$ cat src/rtl/sorting_engine.sv
// sorting_engine: in-place early-exit bubble sorter over a DEPTH x W register array.
// One compare-swap per clock, ascending or descending, with a registered read port.
//
// Ports:
//   clk_i        rising-edge clock
//   rst_ni       synchronous active-low reset (clears state, outputs and memory)
//   wr_init_i    write data_in_i to mem[addr_i] (ignored while busy)
//   addr_i       shared read/write address
//   data_in_i    write data
//   rd_i         read request; data_out_o valid the cycle after (ignored while busy)
//   data_out_o   registered read data
//   start_i      single-cycle pulse that begins a sort
//   descend_i    0 = ascending, 1 = descending; sampled on start
//   busy_o       high while a sort is running
//   done_o       sticky completion flag
// Optional (macro SORT_STATS_EN):
//   swap_count_o   saturating count of swaps in the last sort
//   cycle_count_o  saturating count of compare cycles in the last sort
module sorting_engine #(
    parameter int unsigned W     = 8,
    parameter int unsigned DEPTH = 8,
    parameter int unsigned AW    = 3
) (
    input  logic          clk_i,
    input  logic          rst_ni,
    input  logic          wr_init_i,
    input  logic [AW-1:0] addr_i,
    input  logic [W-1:0]  data_in_i,
    input  logic          rd_i,
    output logic [W-1:0]  data_out_o,
    input  logic          start_i,
    input  logic          descend_i,
    output logic          busy_o,
`ifdef SORT_STATS_EN
    output logic [15:0]   swap_count_o,
    output logic [15:0]   cycle_count_o,
`endif
    output logic          done_o
);

    typedef enum logic [1:0] {
        ST_IDLE,
        ST_SORT,
        ST_DONE
    } state_e;

    state_e          state_q;
    logic [W-1:0]    mem_q [DEPTH];
    logic [W-1:0]    data_q;
    logic [AW-1:0]   j_q;
    logic [AW-1:0]   limit_q;
    logic            ord_q;
    logic            swp_q;
    logic            busy_q;
    logic            done_q;

    logic [W-1:0]    cur_c;
    logic [W-1:0]    nxt_c;
    logic            swap_c;
    logic            more_c;
    logic            addr_ok_c;

    // Current compare pair and swap decision; equal values never swap (stable).
    assign cur_c     = mem_q[j_q];
    assign nxt_c     = mem_q[j_q + AW'(1)];
    assign swap_c    = ord_q ? (cur_c < nxt_c) : (cur_c > nxt_c);
    assign more_c    = (j_q < (limit_q - AW'(1)));
    assign addr_ok_c = (32'(addr_i) < DEPTH);

`ifdef SORT_STATS_EN
    logic [15:0] swap_cnt_q;
    logic [15:0] cyc_cnt_q;
    assign swap_count_o  = swap_cnt_q;
    assign cycle_count_o = cyc_cnt_q;
`endif

    // Control FSM, memory array and read port.
    always_ff @(posedge clk_i) begin
        if (!rst_ni) begin
            state_q <= ST_IDLE;
            data_q  <= '0;
            j_q     <= '0;
            limit_q <= '0;
            ord_q   <= 1'b0;
            swp_q   <= 1'b0;
            busy_q  <= 1'b0;
            done_q  <= 1'b0;
            for (int i = 0; i < int'(DEPTH); i++) begin
                mem_q[i] <= '0;
            end
`ifdef SORT_STATS_EN
            swap_cnt_q <= '0;
            cyc_cnt_q  <= '0;
`endif
        end else begin
            // Read samples the pre-edge array, so a same-address write returns old data.
            if (rd_i && !busy_q) begin
                data_q <= addr_ok_c ? mem_q[addr_i] : '0;
            end

            case (state_q)
                ST_IDLE, ST_DONE: begin
                    if (busy_q) begin
                        // First cycle in DONE: retire the sort.
                        busy_q <= 1'b0;
                        done_q <= 1'b1;
                    end else if (wr_init_i) begin
                        if (addr_ok_c) begin
                            mem_q[addr_i] <= data_in_i;
                        end
                        done_q <= 1'b0;
                    end else if (start_i) begin
                        ord_q   <= descend_i;
                        j_q     <= '0;
                        limit_q <= AW'(DEPTH - 1);
                        swp_q   <= 1'b0;
                        done_q  <= 1'b0;
                        busy_q  <= 1'b1;
                        state_q <= (DEPTH == 1) ? ST_DONE : ST_SORT;
`ifdef SORT_STATS_EN
                        swap_cnt_q <= '0;
                        cyc_cnt_q  <= '0;
`endif
                    end
                end

                ST_SORT: begin
                    if (swap_c) begin
                        mem_q[j_q]          <= nxt_c;
                        mem_q[j_q + AW'(1)] <= cur_c;
                        swp_q               <= 1'b1;
                    end
`ifdef SORT_STATS_EN
                    if (swap_c && (swap_cnt_q != 16'hFFFF)) begin
                        swap_cnt_q <= swap_cnt_q + 16'd1;
                    end
                    if (cyc_cnt_q != 16'hFFFF) begin
                        cyc_cnt_q <= cyc_cnt_q + 16'd1;
                    end
`endif
                    if (more_c) begin
                        j_q <= j_q + AW'(1);
                    end else if ((swp_q || swap_c) && (limit_q > AW'(1))) begin
                        // Another pass is needed; the last slot of this pass is final.
                        limit_q <= limit_q - AW'(1);
                        j_q     <= '0;
                        swp_q   <= 1'b0;
                    end else begin
                        state_q <= ST_DONE;
                    end
                end

                default: state_q <= ST_IDLE;
            endcase
        end
    end

    assign data_out_o = data_q;
    assign busy_o     = busy_q;
    assign done_o     = done_q;

endmodule

$ cat config.mk
export PLATFORM = sky130hd
export DESIGN_NAME = sorting_engine
export DESIGN_NICKNAME = d
export VERILOG_FILES = /design/src/rtl/sorting_engine.sv
export SDC_FILE = /design/constraint.sdc
export NUM_CORES = 1
export LEC_CHECK = 0
export ABC_AREA = 1
export CORE_ASPECT_RATIO = 0.75
export CORE_MARGIN = 4
export CORE_UTILIZATION = 30
export DETAILED_ROUTE_END_ITERATION = 8
export GPL_TIMING_DRIVEN = 0
export SLEW_MARGIN = 10
export SYNTH_ARGS = -nofsm -noshare
export SYNTH_HDL_FRONTEND = slang
export SYNTH_SLANG_ARGS = --single-unit
$ cat constraint.sdc
create_clock -name clk_i -period 6.7 [get_ports clk_i]
set_clock_uncertainty 0.05 [all_clocks]
set_input_delay 0.67 -clock clk_i [delete_from_list [all_inputs] [get_ports clk_i]]
set_output_delay 0.67 -clock clk_i [all_outputs]
set_load 0.03 [all_outputs]
==> flow_metrics.tcl <==
set metrics [dict create \
    root_buffer "clkbuf_16" \
    fin_util_pct 35.57 \
    worst-r2r-cell-count 19 \
    hold_buffers 0 \
    cts_setup_buffers 0 \
    start_util_pct 30.84 \
    post-route-period-util_pct 71.03 \
    cts_inserted_buffers 9 \
    end_kind "flop" \
    leakagePower_nw 3.067 \
    clock_sinks 87 \
    grt_pass1_wl_um 37610 \
    seq_area_frac_synth_pct 37.79 \
    core-area_um2 20440 \
    die_y_um 133.5 \
    path_max_fanout 10 \
    num_rows 45 \
    grt_max_degree 20 \
    period_minus_slack_ps 4759 \
    ctsResizeCount 0 \
    setup_violations 0 \
    drtPass1Iterations 5 \
    fin_tns_setup_ps 0 \
    clockBufferDepth 2 \
    drc_errors 0 \
    maxCapViolations 0 \
    holdWs_ps 429.8 \
    cp-start-kind "flop" \
    routabilityCongestion 1.030 \
    hp-start "done_o" \
    syn_avg_cell_area_um2 7.115 \
    io_buffer_count 24 \
    crit_arrival_ps 4720 \
    pin_count 27 \
    vias 6488 \
    grt_antenna_before_repair 0 \
    drt_iter0_markers 994 \
    final_max_slew_viol_count 0 \
    die_w_um 175.4 \
    hp-class "flop to flop" \
    ant_nets 0 \
    nNetsFinal 953 \
    antennaDiodeCount 0 \
    worstSkewPairLatency_ps 360 \
    power_mw 1.932 \
    r2r_slack_ps 1940 \
    hold_path_depth 2 \
    hpwl_um 19070 \
    drt-total-wl_um 26080 \
    syn_to_final_growth_pct 15.32 \
    vdd_ir_drop_max_v 0.0001084 \
    grt.total_usage_pct 21.77 \
    avgViaCountPerCell 5.362 \
    cts_tree "built" \
    reg2reg_to "mem_q[5][5]" \
    synthCells 886 \
    relSlewSlack_pct 32.79 \
    critPathKind "flop to flop" \
    grt_pass1_vias 5693 \
    rsz0062_at_grt "false" \
    cts_max_level 3 \
    nFillCells 2145 \
    hold_viol 0 \
    status "complete, no violations" \
    synth.distinct_cells 40 \
    synth_warnings 0 \
    rr_startpoint "j_q[1]" \
    drive_gt1_share_pct 9.267 \
    synth_nets 916 \
    critPathRequiredTime_ps 6660 \
    worst_pin_slew_ps 1001 \
    clkTransAtPathRegs_ps 80 \
    grt-ovfl-total 0 \
    worstHoldEndpoint "done_o" \
    ys_ff_latch 87 \
    die-area_um2 23420 \
    powerDensity_nw_per_um2 265.8 \
    wire_per_inst_um 21.55 \
    fmax_ghz 0.2101 \
    synth_area_um2 6304 \
]
[state kept, by name, summed over array words and instances (netlist names), named ones only]
signal	flops
mem_q	64
ord_q	1
done_o	1
j_q	3
state_q	2
data_out_o	8
limit_q	3
busy_o	1
swp_q	1
[synthesized netlist by cell type, drive strengths merged]
master  number  share of area, %
nand3       89               7.5
a31oi        8              0.79
a211oi       3              0.36
nand4       10               1.1
clkinv       3              0.18
o21ai      115               9.7
o211ai       7              0.83
nor3b        2              0.24
a21o         1              0.12
nor3         2              0.24
o21bai       1              0.12
or2          1             0.099
inv         72               4.3
nor2        79               6.6
a21oi       67               5.4
clkbuf      21               1.3
dfxtp       23               7.3
o211a        1              0.16
mux2i        1              0.16
edfxtp      64                30
ha          13               2.6
o22ai       11               1.1
buf         24               2.8
nand2      268                17
[power breakdown]
group	switching (mW)	internal (mW)	leakage (nW)	total (mW)
clock network	0.268	0.267	0.150	0.536
registers	0.0489	0.626	0.853	0.675
logic	0.520	0.202	2.06	0.722
total	0.837	1.10	3.07	1.93
[logic make-up after synthesis]
| group | after synthesis | share of synthesized area (%) |
|---|---|---|
| AND/OR/NAND/NOR | 451 | 32.47 |
| adder cells (fa/ha/maj) | 13 | 2.580 |
| buffers and inverters | 120 | 8.476 |
| AO/OA/AOI/OAI | 214 | 18.52 |
| multiplexers | 1 | 0.1588 |
| flip-flops | 87 | 37.79 |
[layout by cell type, fill, tap and decap left out, types with 2 or more instances in the layout]
master / count
clkbuf_1: 21
clkinv_1: 3
a31oi_2: 7
o21ai_4: 2
nor2_1: 68
clkdlybuf4s50_1: 24
o22ai_1: 11
dfxtp_1: 23
nand4_1: 9
inv_1: 66
clkbuf_16: 9
buf_2: 13
nand2_2: 4
ha_1: 13
o211ai_1: 7
inv_6: 2
edfxtp_1: 64
nor3b_1: 2
inv_2: 6
nand2_4: 5
nor2_4: 5
inv_8: 2
clkinv_8: 2
a21oi_1: 66
o21ai_2: 3
buf_6: 7
a211oi_1: 3
o21ai_0: 109
nand3_1: 87
nand3_4: 2
nor2_8: 5
nand2_1: 259
buf_4: 5
[layer usage]
metal	share of wire [%]	GRT usage [%]
met5	0	0
met4	1.8	3.751
met3	14	8.113
met2	38	29.32
met1	46	33.09
[worst max path at each step]
stage | start | end | slack (ps)
after floorplan | flop | mem_q[4][0] | 3170
after global placement | flop | mem_q[3][4] | 1620
after detailed placement | flop | mem_q[5][3] | 1990
after CTS | flop | mem_q[5][5] | 1960
after global routing | flop | mem_q[5][5] | 1520
final | j_q[1] | mem_q[5][5] | 1940
[stage by stage]
step	std cells	worst slack [ps]	cell area (µm²)
floorplan	886	3173	6304
global placement	1192	1616	6897
detailed placement	1194	1990	6963
CTS	1210	1961	7269
global route	1210	1519	7269
finish	1210	1941	7269
[area by class of cell]
cell class / count / area [µm²] / share of cell area (%)
multi-input combinational: 679 / 3431 / 47.19
sequential: 87 / 2382 / 32.77
tap: 282 / 352.8 / 4.854
inverter: 75 / 281.5 / 3.873
timing repair buffer: 26 / 262.8 / 3.614
buffer: 45 / 252.7 / 3.477
clock buffer: 9 / 225.2 / 3.098
clock inverter: 7 / 81.33 / 1.119
[worst max-delay path: stages (launching register included)]
cell	delay [ps]
dfxtp_1	460
ha_1	260
inv_1	70
nand2_1	70
nand2_2	130
nor2_1	690
nand2_1	200
nor3b_1	270
ha_1	310
nand2_1	70
nor2_1	150
nand2_1	130
nand2_1	120
nand2_4	110
nand4_2	180
nand2_1	210
nor2_4	270
buf_2	270
nand2_1	80
nand3_1	300
Power figures use the tool's default switching activity.
